<file path="config.mk">
export PLATFORM = sky130hd
export DESIGN_NAME = pong_match_ctrl
export DESIGN_NICKNAME = d
export VERILOG_FILES = /design/src/rtl/pong_match_ctrl.sv
export SDC_FILE = /design/constraint.sdc
export NUM_CORES = 1
export LEC_CHECK = 0
export ABC_CLOCK_PERIOD_IN_PS = 5500
export BUFFER_PORTS_ARGS = -buffer_cell sky130_fd_sc_hd__buf_4
export CELL_PAD_IN_SITES_DETAIL_PLACEMENT = 0
export CELL_PAD_IN_SITES_GLOBAL_PLACEMENT = 1
export CORE_MARGIN = 1.5
export CORE_UTILIZATION = 47
export DETAILED_ROUTE_END_ITERATION = 12
export PLACE_DENSITY = 0.94
export SLEW_MARGIN = 20
export SYNTH_ARGS = -nofsm -noshare
export SYNTH_HDL_FRONTEND = slang
export SYNTH_SLANG_ARGS = --single-unit
export TNS_END_PERCENT = 20
</file>
<file path="constraint.sdc">
create_clock -name glb_clk -period 5.5 [get_ports glb_clk]
set_clock_uncertainty 0.2 [all_clocks]
set_input_delay 0.275 -clock glb_clk [delete_from_list [all_inputs] [get_ports glb_clk]]
set_output_delay 0.275 -clock glb_clk [all_outputs]
set_load 0.02 [all_outputs]
</file>
<file path="src/rtl/pong_match_ctrl.sv">
// Match sequencing for the pong game: frame tick from vsync, button debounce,
// and the ATTRACT/READY/PLAY/PAUSED/POINT/OVER state machine.
module pong_match_ctrl #(
   parameter logic [7:0] SERVE_FRAMES = 8'd50,
   parameter logic [7:0] POINT_FRAMES = 8'd25,
   parameter logic [7:0] OVER_FRAMES  = 8'd250,
   parameter logic [3:0] WIN_SCORE    = 4'd15
) (
   input  logic       glb_clk,
   input  logic       reset_n,
   input  logic       pixtick,
   input  logic       vsync,
   input  logic       start_btn,
   input  logic       pause_btn,
   input  logic [1:0] mode_sel,
   input  logic [3:0] l_score,
   input  logic [3:0] r_score,
   output logic       game_reset,
   output logic       game_pause,
   output logic       lbat_human,
   output logic       rbat_human,
   output logic [2:0] state,
   output logic       blink
);

   typedef enum logic [2:0] {
      ST_ATTRACT = 3'd0,
      ST_READY   = 3'd1,
      ST_PLAY    = 3'd2,
      ST_PAUSED  = 3'd3,
      ST_POINT   = 3'd4,
      ST_OVER    = 3'd5
   } state_t;

   state_t     state_reg, state_next;
   logic [7:0] frame_cnt_reg;
   logic       game_reset_reg;
   logic       lbat_human_reg, rbat_human_reg;
   logic       vs_prev_reg;
   logic [7:0] score_prev_reg;
   logic       frame_tick;
   logic       win, score_chg;
   logic [1:0] btn_raw, press;
   logic       start_press, pause_press;

   // Previous sample resets low so a fresh falling edge is needed after reset.
   always_ff @(posedge glb_clk or negedge reset_n) begin
      if (!reset_n)
         vs_prev_reg <= 1'b0;
      else if (pixtick)
         vs_prev_reg <= vsync;
   end

   assign frame_tick = pixtick & vs_prev_reg & ~vsync;

   assign btn_raw = {pause_btn, start_btn};

   genvar gi;
   generate
      for (gi = 0; gi < 2; gi++) begin : g_btn
         logic sync1_reg, sync2_reg, samp_reg, deb_reg;

         always_ff @(posedge glb_clk or negedge reset_n) begin
            if (!reset_n) begin
               sync1_reg <= 1'b0;
               sync2_reg <= 1'b0;
               samp_reg  <= 1'b0;
               deb_reg   <= 1'b0;
            end else begin
               sync1_reg <= btn_raw[gi];
               sync2_reg <= sync1_reg;
               if (frame_tick) begin
                  samp_reg <= sync2_reg;
                  if (sync2_reg == samp_reg)
                     deb_reg <= sync2_reg;
               end
            end
         end

         // Press fires on the frame where the debounced level is about to rise.
         assign press[gi] = frame_tick & (sync2_reg == samp_reg) & sync2_reg & ~deb_reg;
      end
   endgenerate

   assign start_press = press[0];
   assign pause_press = press[1];

   always_ff @(posedge glb_clk or negedge reset_n) begin
      if (!reset_n)
         score_prev_reg <= 8'd0;
      else if (frame_tick)
         score_prev_reg <= {l_score, r_score};
   end

   assign score_chg = ({l_score, r_score} != score_prev_reg);
   assign win       = (l_score == WIN_SCORE) | (r_score == WIN_SCORE);

   always_comb begin
      state_next = state_reg;
      game_pause = 1'b0;
      blink      = 1'b0;
      case (state_reg)
         ST_ATTRACT: begin
            if (frame_tick && start_press)
               state_next = ST_READY;
         end
         ST_READY: begin
            game_pause = 1'b1;
            if (frame_tick && frame_cnt_reg == SERVE_FRAMES - 8'd1)
               state_next = ST_PLAY;
         end
         ST_PLAY: begin
            if (frame_tick) begin
               if (win)
                  state_next = ST_OVER;
               else if (start_press)
                  state_next = ST_READY;
               else if (pause_press)
                  state_next = ST_PAUSED;
               else if (score_chg)
                  state_next = ST_POINT;
            end
         end
         ST_PAUSED: begin
            game_pause = 1'b1;
            if (frame_tick) begin
               if (start_press)
                  state_next = ST_READY;
               else if (pause_press)
                  state_next = ST_PLAY;
            end
         end
         ST_POINT: begin
            game_pause = 1'b1;
            if (frame_tick) begin
               if (win)
                  state_next = ST_OVER;
               else if (frame_cnt_reg == POINT_FRAMES - 8'd1)
                  state_next = ST_PLAY;
            end
         end
         ST_OVER: begin
            game_pause = 1'b1;
            blink      = frame_cnt_reg[4];
            if (frame_tick && (start_press || frame_cnt_reg == OVER_FRAMES - 8'd1))
               state_next = ST_ATTRACT;
         end
         default: state_next = ST_ATTRACT;
      endcase
   end

   always_ff @(posedge glb_clk or negedge reset_n) begin
      if (!reset_n) begin
         state_reg      <= ST_ATTRACT;
         frame_cnt_reg  <= 8'd0;
         game_reset_reg <= 1'b0;
         lbat_human_reg <= 1'b0;
         rbat_human_reg <= 1'b0;
      end else if (frame_tick) begin
         state_reg <= state_next;
         if (state_next != state_reg) begin
            frame_cnt_reg  <= 8'd0;
            game_reset_reg <= (state_next == ST_READY) || (state_next == ST_ATTRACT);
            if (state_next == ST_READY) begin
               lbat_human_reg <= mode_sel[0];
               rbat_human_reg <= mode_sel[1];
            end else if (state_next == ST_ATTRACT) begin
               lbat_human_reg <= 1'b0;
               rbat_human_reg <= 1'b0;
            end
         end else begin
            game_reset_reg <= 1'b0;
            if (frame_cnt_reg != 8'hFF)
               frame_cnt_reg <= frame_cnt_reg + 8'd1;
         end
      end
   end

   assign state      = state_reg;
   assign game_reset = game_reset_reg;
   assign lbat_human = lbat_human_reg;
   assign rbat_human = rbat_human_reg;

endmodule

</file>
-- After elaboration in Yosys (flattened, before gate mapping)
Index checks and enable logic that the tools add are counted.
- register bits after elaboration: 31
- input bits: 16
- output and inout port bits: 8
- word-level logic and storage cells: 81
- $add $sub $neg: 1
- eq/ne operators: 16
- mux-type cells: 23
- bitwise gates (word level): 12
- reductions and logical operators: 14
- operators with widths (cell ; number):
    2-to-1 mux 3 bit ; 14
    case mux 3 bit (6 select lines) ; 1
    2-to-1 mux 8 bit ; 2
    adder 8 x 1 -> 8 bit (second input constant) ; 1
    AND 1 bit ; 8
    == test 4 bit (second input constant) ; 2
    == test 8 x 5 -> 1 bit (second input constant) ; 1
    == test 8 x 6 -> 1 bit (second input constant) ; 1
    == test 8 bit (second input constant) ; 1
    inequality test 8 bit ; 1
    inequality test 8 bit (second input constant) ; 1
    == test 3 x 1 -> 1 bit (second input constant) ; 2
    == test 3 x 2 -> 1 bit (second input constant) ; 2
    == test 3 bit (second input constant) ; 2
    zero test 3 bit ; 2
    2-to-1 mux 1 bit ; 6
    AND reduction 2 bit ; 3
    nonzero test 2 bit ; 2
    OR reduction 4 bit ; 1
    logical AND 1 bit ; 3
    inequality test 3 bit ; 1
    inverter 1 bit ; 3
    AND reduction 3 bit ; 1
    == test 1 bit ; 2
    other kinds (2) ; 3

-- Logic depth before layout (Yosys ltp)
Gate-level depths: netlist of run 1.
- depth in word-level cells: 13
- depth in mapped cells: 9
- gate-level depth less buffers: 9

-- Worst setup path before layout of run 1
Ideal clock, no wire load.
- path type: register -> register
- start point: register vs_prev_reg
- end point: register frame_cnt_reg[0]
- library setup time: 0.066 ns
- data arrival time: 2.227 ns
- data required time: 5.234 ns
- setup slack: 3.007 ns
- stages on the path, launching flop included: 9
- buffers on the path: 1
- clock period less this slack: 2.493 ns
- path through: dfrtp_1 > and3b_1 > buf_6 > nand4b_4 > a21boi_1 > or4_4 > a311o_1 > o31ai_2 > a22o_1
- word-level cells in the longest chain between the ends: 13
- elaborated cells on any way between the ends: 28
- classes of those cells: eq/ne: 1; mux: 13; bitwise: 8; reduce/logical: 6
- ends and longest elaborated chain (item ; RTL line ; source):
    start: declaration ; 39 ; logic vs_prev_reg;
    start signal: assignment ; 51 ; vs_prev_reg <= vsync;
    AND 1 bit * (2 in a row) ; 54 ; assign frame_tick = pixtick & vs_prev_reg & ~vsync;
    AND 1 bit (3 in a row) ; 81 ; assign press[gi] = frame_tick & (sync2_reg == samp_reg) & sync2_reg & ~deb_reg;
    2-to-1 mux 3 bit ; 118 ; else if (pause_press)
    2-to-1 mux 3 bit ; 116 ; else if (start_press)
    2-to-1 mux 3 bit ; 114 ; if (win)
    2-to-1 mux 3 bit ; 113 ; if (frame_tick) begin
    case mux 3 bit (6 select lines) ; 102 ; case (state_reg)
    inequality test 3 bit ; 161 ; if (state_next != state_reg) begin
    nonzero test 2 bit (no line) ; n/a ;
    AND reduction 2 bit (no line) ; n/a ;
    end signal: assignment ; 174 ; frame_cnt_reg <= frame_cnt_reg + 8'd1;
    end: declaration ; 36 ; logic [7:0] frame_cnt_reg;
Mark *: on every way between the ends. The rest lies on a longest branch, timed or not.
A chain may end at the register's enable or synchronous reset.

-- Worst setup path after layout of run 1
- start point: register vs_prev_reg
- end point: register lbat_human_reg, in the netlist lbat_human
- word-level cells in the longest chain between the ends: 13
- elaborated cells on any way between the ends: 30
- classes of those cells: eq/ne: 2; mux: 13; bitwise: 8; reduce/logical: 7
- ends and longest elaborated chain (item ; RTL line ; source):
    AND 1 bit * (2 in a row) ; 54 ;
    AND 1 bit (3 in a row) ; 81 ;
    2-to-1 mux 3 bit ; 118 ;
    2-to-1 mux 3 bit ; 116 ;
    2-to-1 mux 3 bit ; 114 ;
    2-to-1 mux 3 bit ; 113 ;
    case mux 3 bit (6 select lines) ; 102 ;
    == test 3 x 1 -> 1 bit / zero test 3 bit (equally long branches) ; 164, 167 ;
    nonzero test 2 bit (no line) ; n/a ;
    AND reduction 3 bit (no line) ; n/a ;
    end signal: assignment ; 165 ; lbat_human_reg <= mode_sel[0];
    end: declaration ; 38 ; logic lbat_human_reg, rbat_human_reg;
Marks and branches as above.

==> results.md, run 1 <==
* Arrival time at the worst endpoint at 2.81 ns
* Syn avg cell area at 8.98 µm²
* Max Slew Vio Count at 0
* Top post-synthesis cells by count: 40 x nand2_1, 31 x dfrtp_1, 9 x a21oi_1, 9 x nor2_1
* Starting Density at 49.4%
* Violation count after the first detailed-route iteration at 119
* Pwr Total at 849 µW
* Slowest library cell on the worst path: or4_4
* Worst path cell trace: and3b_1 > buf_4 > nand4b_4 > a21boi_1 > or4_4 > a311oi_2 > a211oi_1 > mux2_1
* CTS tree: done
* CP Launch Type: flip-flop
* Clk buf depth at 2
* Gr ovfl total at 0
* Routed len/inst at 14.5 µm
* Chip height at 65.3 µm
* Main flop type after synthesis: dfrtp_1
* Most common cell in the netlist: nand2_1
* Core area at 3690 µm²
* Pin count of the biggest net entering global routing at 32
* DRC Markers at 0
* Worst min-delay path class: in2reg
* DIE WIDTH at 65.3 µm
* Dpl ws at 2.59 ns
* CTS Buf Count at 5
* Max-cap violation count at 0
* Setup TNS Final at 0 ns
* Full die area at 4260 µm²
* Delay-heaviest family, CP: simple AND/OR/NAND/NOR gates
* Seq cells post-synth at 31
* CTS root buffer: clkbuf_8
* Pleak at 1.02 nW
* Final Non-Filler Cells at 280
* Area share of the largest cell type after synthesis at 42.6%
* Hpwl dp at 2.90 mm
* Post-Syn Area at 1820 µm²
* Max incr delay on CP at 0.51 ns
* Fraction of registers with async set or reset after synthesis at 100%
* Cts repair resizes at 0
* Post-DRT Antenna Nets at 0
* Synth Instances at 203
* Vias in the first global route at 1,529
* Top cells by area, synth: dfrtp_1 43%, nand2_1 8.2%, xor2_1 3.8%, a21oi_1 2.5%, nand4_1 2.4%
* First-pass GRT wire length at 6.91 mm
* Max_slew headroom at 62.1%
* Status: completed
* Clock period minus worst slack at 2.85 ns
* Gp weighted congestion at 0.873
* Yosys top cell by area: dfrtp_1
* Mapped Nets at 222
* Worst-path clk slew at 0.06 ns
* Maximum fanout along the worst path at 26
* Number of fill cells in the layout at 344
* Endpoints failing hold at 0
* Worst EP required at 5.46 ns
* Setup Viol. Count Final at 0
* CP Class: reg2reg
* Drt pass-1 iters at 4
* Io pins at 24
* Port buffer count at 23
* Final worst-path cycle share at 51.9%
* CP bufs+invs at 1
* P&R area growth vs syn at 19.8%
* FMAX at 351 MHz
* Placed Cells at 269
* Final nets at 250
* Register area share after synthesis at 42.6%
* Number of synthesized flops with an enable pin at 0
* YS warnings at 0
* Tot GR Track Use at 21.1%
* Share of cells above drive strength 1 at 16.4%
* PD cells at 389 nW/µm²
* H-tree levels at 2
* Clock latency on the worst-skew pair at 0.28 ns
* Crit. End Element: flip-flop
* RSZ-0062 raised after global routing: false
* ANT cells at 0
* Initial antenna violation count at 0
* FP Rows at 22
* DRT Wirelength at 4.06 mm
* Vias per cell at 5.71
* Synth unique cells at 47
* CTS Sinks at 31
* Peak VDD IR at 0.000236 V
* Vias at 1,598
* Worst Max-Slew Pin Slew at 0.560 ns
* Final WS setup at 2.65 ns
* Final core occ at 59.2%
[per-stage QoR]
| step | hold WS (ns) | area (µm²) |
|---|---|---|
| 2_1_floorplan | -0.221 | 1820 |
| 3_3_place_gp | 0.0307 | 2040 |
| 3_5_place_dp | 0.0298 | 2040 |
| 4_1_cts | 0.0143 | 2180 |
| 5_1_grt | 0.0194 | 2180 |
| 6_report | 0.0166 | 2180 |
[metal layers]
layer	global-route usage, %	up-vias	share of wire (%)
li1	-	791	-
met1	28.3	758	48
met2	33.7	38	47
met3	3.60	11	3.5
met4	8.85	0	2.2
met5	0	-	0
[final cells by class]
class                           count  area (µm²)  area share [%]
Clock buffer                        6        82.6            3.78
Clock inverter                      2        35.0            1.60
Inverter                            7        26.3            1.20
Multi-Input combinational cell    158         987            45.2
Sequential cell                    31         776            35.5
Tap cell                           48        60.1            2.75
Timing Repair Buffer               28         218            9.97
[cells in the final DEF, fill, tap and decap left out, types with 3 or more instances in the layout]
master	netlist	final
nand2_1	40	40
dfrtp_1	31	31
buf_4	0	25
a21oi_1	9	9
nor2_1	9	9
o21ai_0	8	8
xor2_1	8	8
inv_1	7	7
nand4_1	7	7
nand3_1	7	7
clkbuf_8	0	6
nor2b_1	5	5
nor3_1	5	5
a211oi_1	5	5
o21ai_1	4	4
and3_1	4	4
nor4_1	3	3
a22o_1	3	3
o22a_1	3	3
a21o_1	3	3
ha_1	3	3
dlygate4sd3_1	0	3
[tightest hold or removal path: stages]
cell and delay, ns:
buf_4 0.10, nand2_1 0.04, nand2_1 0.05
[path summary, 6_finish.rpt]
path	slack, ns	end	depth (start not counted)	start
setup / recovery	2.65	lbat_human$_DFFE_PN0P_	8	vs_prev_reg$_DFFE_PN0P_
hold reg to reg	0.15	g_btn[1].sync2_reg$_DFF_PN0_	0	g_btn[1].sync1_reg$_DFF_PN0_
hold / removal	0.02	score_prev_reg[0]$_DFFE_PN0N_	3	r_score[0]
min in group asynchronous	0.26	frame_cnt_reg[1]$_DFFE_PN0P_	2	reset_n
max in group asynchronous	4.55	state[2]$_DFFE_PN0N_	2	reset_n
setup reg to reg	2.65	lbat_human$_DFFE_PN0P_	8	vs_prev_reg$_DFFE_PN0P_
[cells by family (layout without fill, tap and decap cells)]
logic type / count (synthesis) / after routing / share of synthesized area, %
buffers and inverters: 14 / 43 / 3.29
AND/OR/NAND/NOR: 97 / 97 / 28.5
AO/OA/AOI/OAI: 46 / 46 / 17.4
XOR/XNOR: 9 / 9 / 4.32
multiplexers: 3 / 3 / 1.85
flip-flops: 31 / 31 / 42.6
adder cells (fa/ha/maj): 3 / 3 / 2.06
[report_power, final]
group	switching [mW]	internal (mW)	leakage, nW
Combinational	0.157	0.124	0.572
Sequential	0.0622	0.274	0.385
Clock	0.0853	0.146	0.0612
[timing repair]
item / CTS / global route
hold buffers: 3 / 0
endpoints found under the hold margin: 33 / 0
buffers inserted: 0 / 0
No activity file was read; power rests on OpenSTA's default activity.
==> run 2: changes to the inputs <==
--- a/config.mk
+++ b/config.mk
@@ -5,14 +5,15 @@
 export SDC_FILE = /design/constraint.sdc
 export NUM_CORES = 1
 export LEC_CHECK = 0
-export ABC_CLOCK_PERIOD_IN_PS = 5500
+export ABC_AREA = 1
+export ABC_CLOCK_PERIOD_IN_PS = 2700
 export BUFFER_PORTS_ARGS = -buffer_cell sky130_fd_sc_hd__buf_4
 export CELL_PAD_IN_SITES_DETAIL_PLACEMENT = 0
 export CELL_PAD_IN_SITES_GLOBAL_PLACEMENT = 1
 export CORE_MARGIN = 1.5
-export CORE_UTILIZATION = 47
+export CORE_UTILIZATION = 42
 export DETAILED_ROUTE_END_ITERATION = 12
-export PLACE_DENSITY = 0.94
+export PLACE_DENSITY = 0.88
 export SLEW_MARGIN = 20
 export SYNTH_ARGS = -nofsm -noshare
 export SYNTH_HDL_FRONTEND = slang
==> constraint.sdc (replaced) <==
create_clock -name glb_clk -period 2.7 [get_ports glb_clk]
set_clock_uncertainty 0.2 [all_clocks]
set_input_delay 0.135 -clock glb_clk [delete_from_list [all_inputs] [get_ports glb_clk]]
set_output_delay 0.135 -clock glb_clk [all_outputs]
set_load 0.02 [all_outputs]
==> results.md, run 2 <==
* Tot GR Track Use at 19.1% (was 21.1%)
* Vias in the first global route at 1,658 (was 1,529)
* Port buffer count at 23 (unchanged)
* Vias per cell at 4.87 (was 5.71)
* Final nets at 321 (was 250)
* CTS Sinks at 31 (unchanged)
* Max Slew Vio Count at 0 (unchanged)
* Cts repair resizes at 0 (unchanged)
* Register area share after synthesis at 39.3% (was 42.6%)
* Number of synthesized flops with an enable pin at 0 (unchanged)
* Number of fill cells in the layout at 418 (was 344)
* Full die area at 5120 µm² (was 4260 µm²)
* P&R area growth vs syn at 23.1% (was 19.8%)
* Seq cells post-synth at 31 (unchanged)
* Cell mode on critical path: nand2_1
* Worst-path clk slew at 0.07 ns (was 0.06 ns)
* CTS Buf Count at 5 (unchanged)
* ANT cells at 0 (unchanged)
* Post-DRT Antenna Nets at 0 (unchanged)
* Synth Instances at 259 (was 203)
* Crit. End Element: flip-flop (unchanged)
* Register-to-register setup slack at 0.49 ns (was 2.65 ns)
* PD cells at 733 nW/µm² (was 389 nW/µm²)
* CP Launch Type: input port (was flip-flop)
* Peak VDD IR at 0.000307 V (was 0.000236 V)
* Setup Viol. Count Final at 0 (unchanged)
* Gp weighted congestion at 0.894 (was 0.873)
* Arrival time at the worst endpoint at 2.26 ns (was 2.81 ns)
* Worst Max-Slew Pin Slew at 0.391 ns (was 0.560 ns)
* Area share of the largest cell type after synthesis at 39.3% (was 42.6%)
* Hold_ws at 0.118 ns (was 0.0166 ns)
* Syn avg cell area at 7.63 µm² (was 8.98 µm²)
* Synth unique cells at 37 (was 47)
* H-tree levels at 2 (unchanged)
* Routed len/inst at 11.8 µm (was 14.5 µm)
* Post-Syn Area at 1980 µm² (was 1820 µm²)
* First-pass GRT wire length at 7.46 mm (was 6.91 mm)
* Most common cell in the netlist: nand2_1 (unchanged)
* Chip height at 71.6 µm (was 65.3 µm)
* Commonest cells after routing, fill and taps aside: 86 x nand2_1, 31 x dfrtp_1, 27 x nor2_1 (was 40 x nand2_1, 31 x dfrtp_1, 25 x buf_4)
* Worst min-delay path class: in2async (was in2reg)
* Clk buf depth at 2 (unchanged)
* Share of cells above drive strength 1 at 20.5% (was 16.4%)
* Yosys top cell by area: dfrtp_1 (unchanged)
* Status: completed (unchanged)
* Clock latency on the worst-skew pair at 0.29 ns (was 0.28 ns)
* YS warnings at 0 (unchanged)
* Mapped Nets at 278 (was 222)
* CP Class: in2reg (was reg2reg)
* FP Rows at 24 (was 22)
* DRT Wirelength at 4.18 mm (was 4.06 mm)
* Final instance area at 2430 µm² (was 2180 µm²)
* Starting Density at 44.5% (was 49.4%)
* Vias at 1,728 (was 1,598)
* Slowest library cell on the worst path: dlygate4sd3_1 (was or4_4)
* Worst path cell trace: dlygate4sd3_1 > buf_4 > xnor2_1 > nand2_1 > nor2_1 > nand3_1 > nand2_1 > nand2_1 > nand2_1 > nand2_4 > nand2_1 > nand2_2 > nand4_4 > nand2_4 > nand2_1 > nand2_1 (was and3b_1 > buf_4 > nand4b_4 > a21boi_1 > or4_4 > a311oi_2 > a211oi_1 > mux2_1)
* Hpwl dp at 2.94 mm (was 2.90 mm)
* Core area at 4440 µm² (was 3690 µm²)
* Io pins at 24 (unchanged)
* DIE WIDTH at 71.6 µm (was 65.3 µm)
* Gr ovfl total at 0 (unchanged)
* Initial antenna violation count at 0 (unchanged)
* Fraction of registers with async set or reset after synthesis at 100% (unchanged)
* Placed cell areas at 2200 µm² (was 2040 µm²)
* Placed Cells at 332 (was 269)
* Endpoints failing hold at 0 (unchanged)
* Max-cap violation count at 0 (unchanged)
* CTS root buffer: clkbuf_8 (unchanged)
* Maximum fanout along the worst path at 9 (was 26)
* Pin count of the biggest net entering global routing at 32 (unchanged)
* Setup TNS Final at 0 ns (unchanged)
* FMAX at 437 MHz
* Main flop type after synthesis: dfrtp_1 (unchanged)
* DRC Markers at 0 (unchanged)
* Dpl ws at 0.524 ns (was 2.59 ns)
* Final worst-path cycle share at 84.7%
* Max incr delay on CP at 0.54 ns (was 0.51 ns)
* Max_slew headroom at 73.9% (was 62.1%)
* Leading cell type in the layout, fill and taps excluded: nand2_1 (unchanged)
* Final Non-Filler Cells at 355 (was 280)
* Pleak at 1.18 nW (was 1.02 nW)
* Violation count after the first detailed-route iteration at 72 (was 119)
* Final WS setup at 0.413 ns (was 2.65 ns)
* CTS tree: done (unchanged)
* Top post-synthesis cells by count: 86 x nand2_1, 31 x dfrtp_1, 27 x nor2_1 (was 40 x nand2_1, 31 x dfrtp_1, 9 x a21oi_1, 9 x nor2_1)
* Drt pass-1 iters at 6 (was 4)
* Worst EP required at 2.67 ns (was 5.46 ns)
* Top cells by area, synth: dfrtp_1 39%, nand2_1 16%, nor2_1 5.1%, inv_1 4.9%, nand3_1 4.6% (was dfrtp_1 43%, nand2_1 8.2%, xor2_1 3.8%, a21oi_1 2.5%, nand4_1 2.4%)
* Clock period minus worst slack at 2.29 ns
* RSZ-0062 raised after global routing: false (unchanged)
==> run 2: cell count changes in the layout (fill, tap and decap cells not counted), moves of 6 or more <==
cell / previous run / this run
inv_1: 7 / 26
nor2_1: 9 / 27
nand2_1: 40 / 86
a21oi_1: 9 / 3
nand2_2: 0 / 8
dlygate4sd3_1: 3 / 15
xor2_1: 8 / 2
nand3_1: 7 / 18
==> run 2: critical path, delay by kind of cell <==
kind / cells / cell delay [ns]
xor gates and xnor gates: 1 / 0.14
and+or+nand+nor: 13 / 1.27
buffers and inverters: 2 / 0.69
==> run 2: final timing paths <==
check	from	depth (start not counted)	to
max in group asynchronous	reset_n	2	score_prev_reg[5]$_DFFE_PN0N_
min in group glb_clk	vsync	3	g_btn[0].samp_reg$_DFFE_PN0N_
hold / removal	reset_n	2	g_btn[1].sync1_reg$_DFF_PN0_
hold reg to reg	g_btn[1].sync1_reg$_DFF_PN0_	0	g_btn[1].sync2_reg$_DFF_PN0_
setup / recovery	l_score[3]	16	frame_cnt_reg[4]$_DFFE_PN0P_
setup reg to reg	frame_cnt_reg[0]$_DFFE_PN0P_	12	frame_cnt_reg[4]$_DFFE_PN0P_
==> run 2: through the flow <==
step                      power, mW  utilization (%)
after global placement         1.41             49.4
final                          1.78             54.7
after CTS                      1.80             54.7
after floorplan                1.21                -
after global routing           1.94             54.7
after detailed placement       1.42             49.4
==> run 2: cells by family (layout without fill, tap and decap cells) <==
kind of cell / Yosys count / after routing / synth area share [%]
multiplexers: 1 / 1 / 0.570
XOR/XNOR: 8 / 8 / 3.55
flip-flops: 31 / 31 / 39.3
AO/OA/AOI/OAI: 17 / 17 / 5.45
adder cells (fa/ha/maj): 3 / 3 / 1.90
AND/OR/NAND/NOR: 167 / 167 / 42.3
buffers and inverters: 32 / 76 / 6.97
==> run 2: power breakdown <==
group	total (mW)	switching [mW]	leakage, nW	internal [mW]
clock	0.356	0.176	0.0412	0.180
combinational	0.753	0.454	0.750	0.299
sequential	0.672	0.110	0.392	0.562
==> run 2: cell type report <==
class | instances | area [µm²] | share of cell area [%]
Clock inverter | 2 | 12.5 | 0.515
Inverter | 28 | 105 | 4.32
Tap cell | 52 | 65.1 | 2.68
Clock buffer | 6 | 72.6 | 2.99
Timing Repair Buffer | 40 | 338 | 13.9
Sequential cell | 31 | 776 | 31.9
Multi-Input combinational cell | 196 | 1060 | 43.7
==> run 2: per-layer routing <==
metal	track usage [%]	share of wire (%)	routed length, µm	up-vias
li1	-	-	-	902
met1	26.5	50	2080	766
met2	28.9	43	1810	50
met3	3.52	4.7	198	10
met4	9.22	2.3	95	0
met5	0	0	0	-
==> run 2: timing repair <==
item / 4_1_cts / 5_1_grt
setup buffers: 0 / 0
hold buffers: 15 / 0
endpoints found under the hold margin: 44 / 0
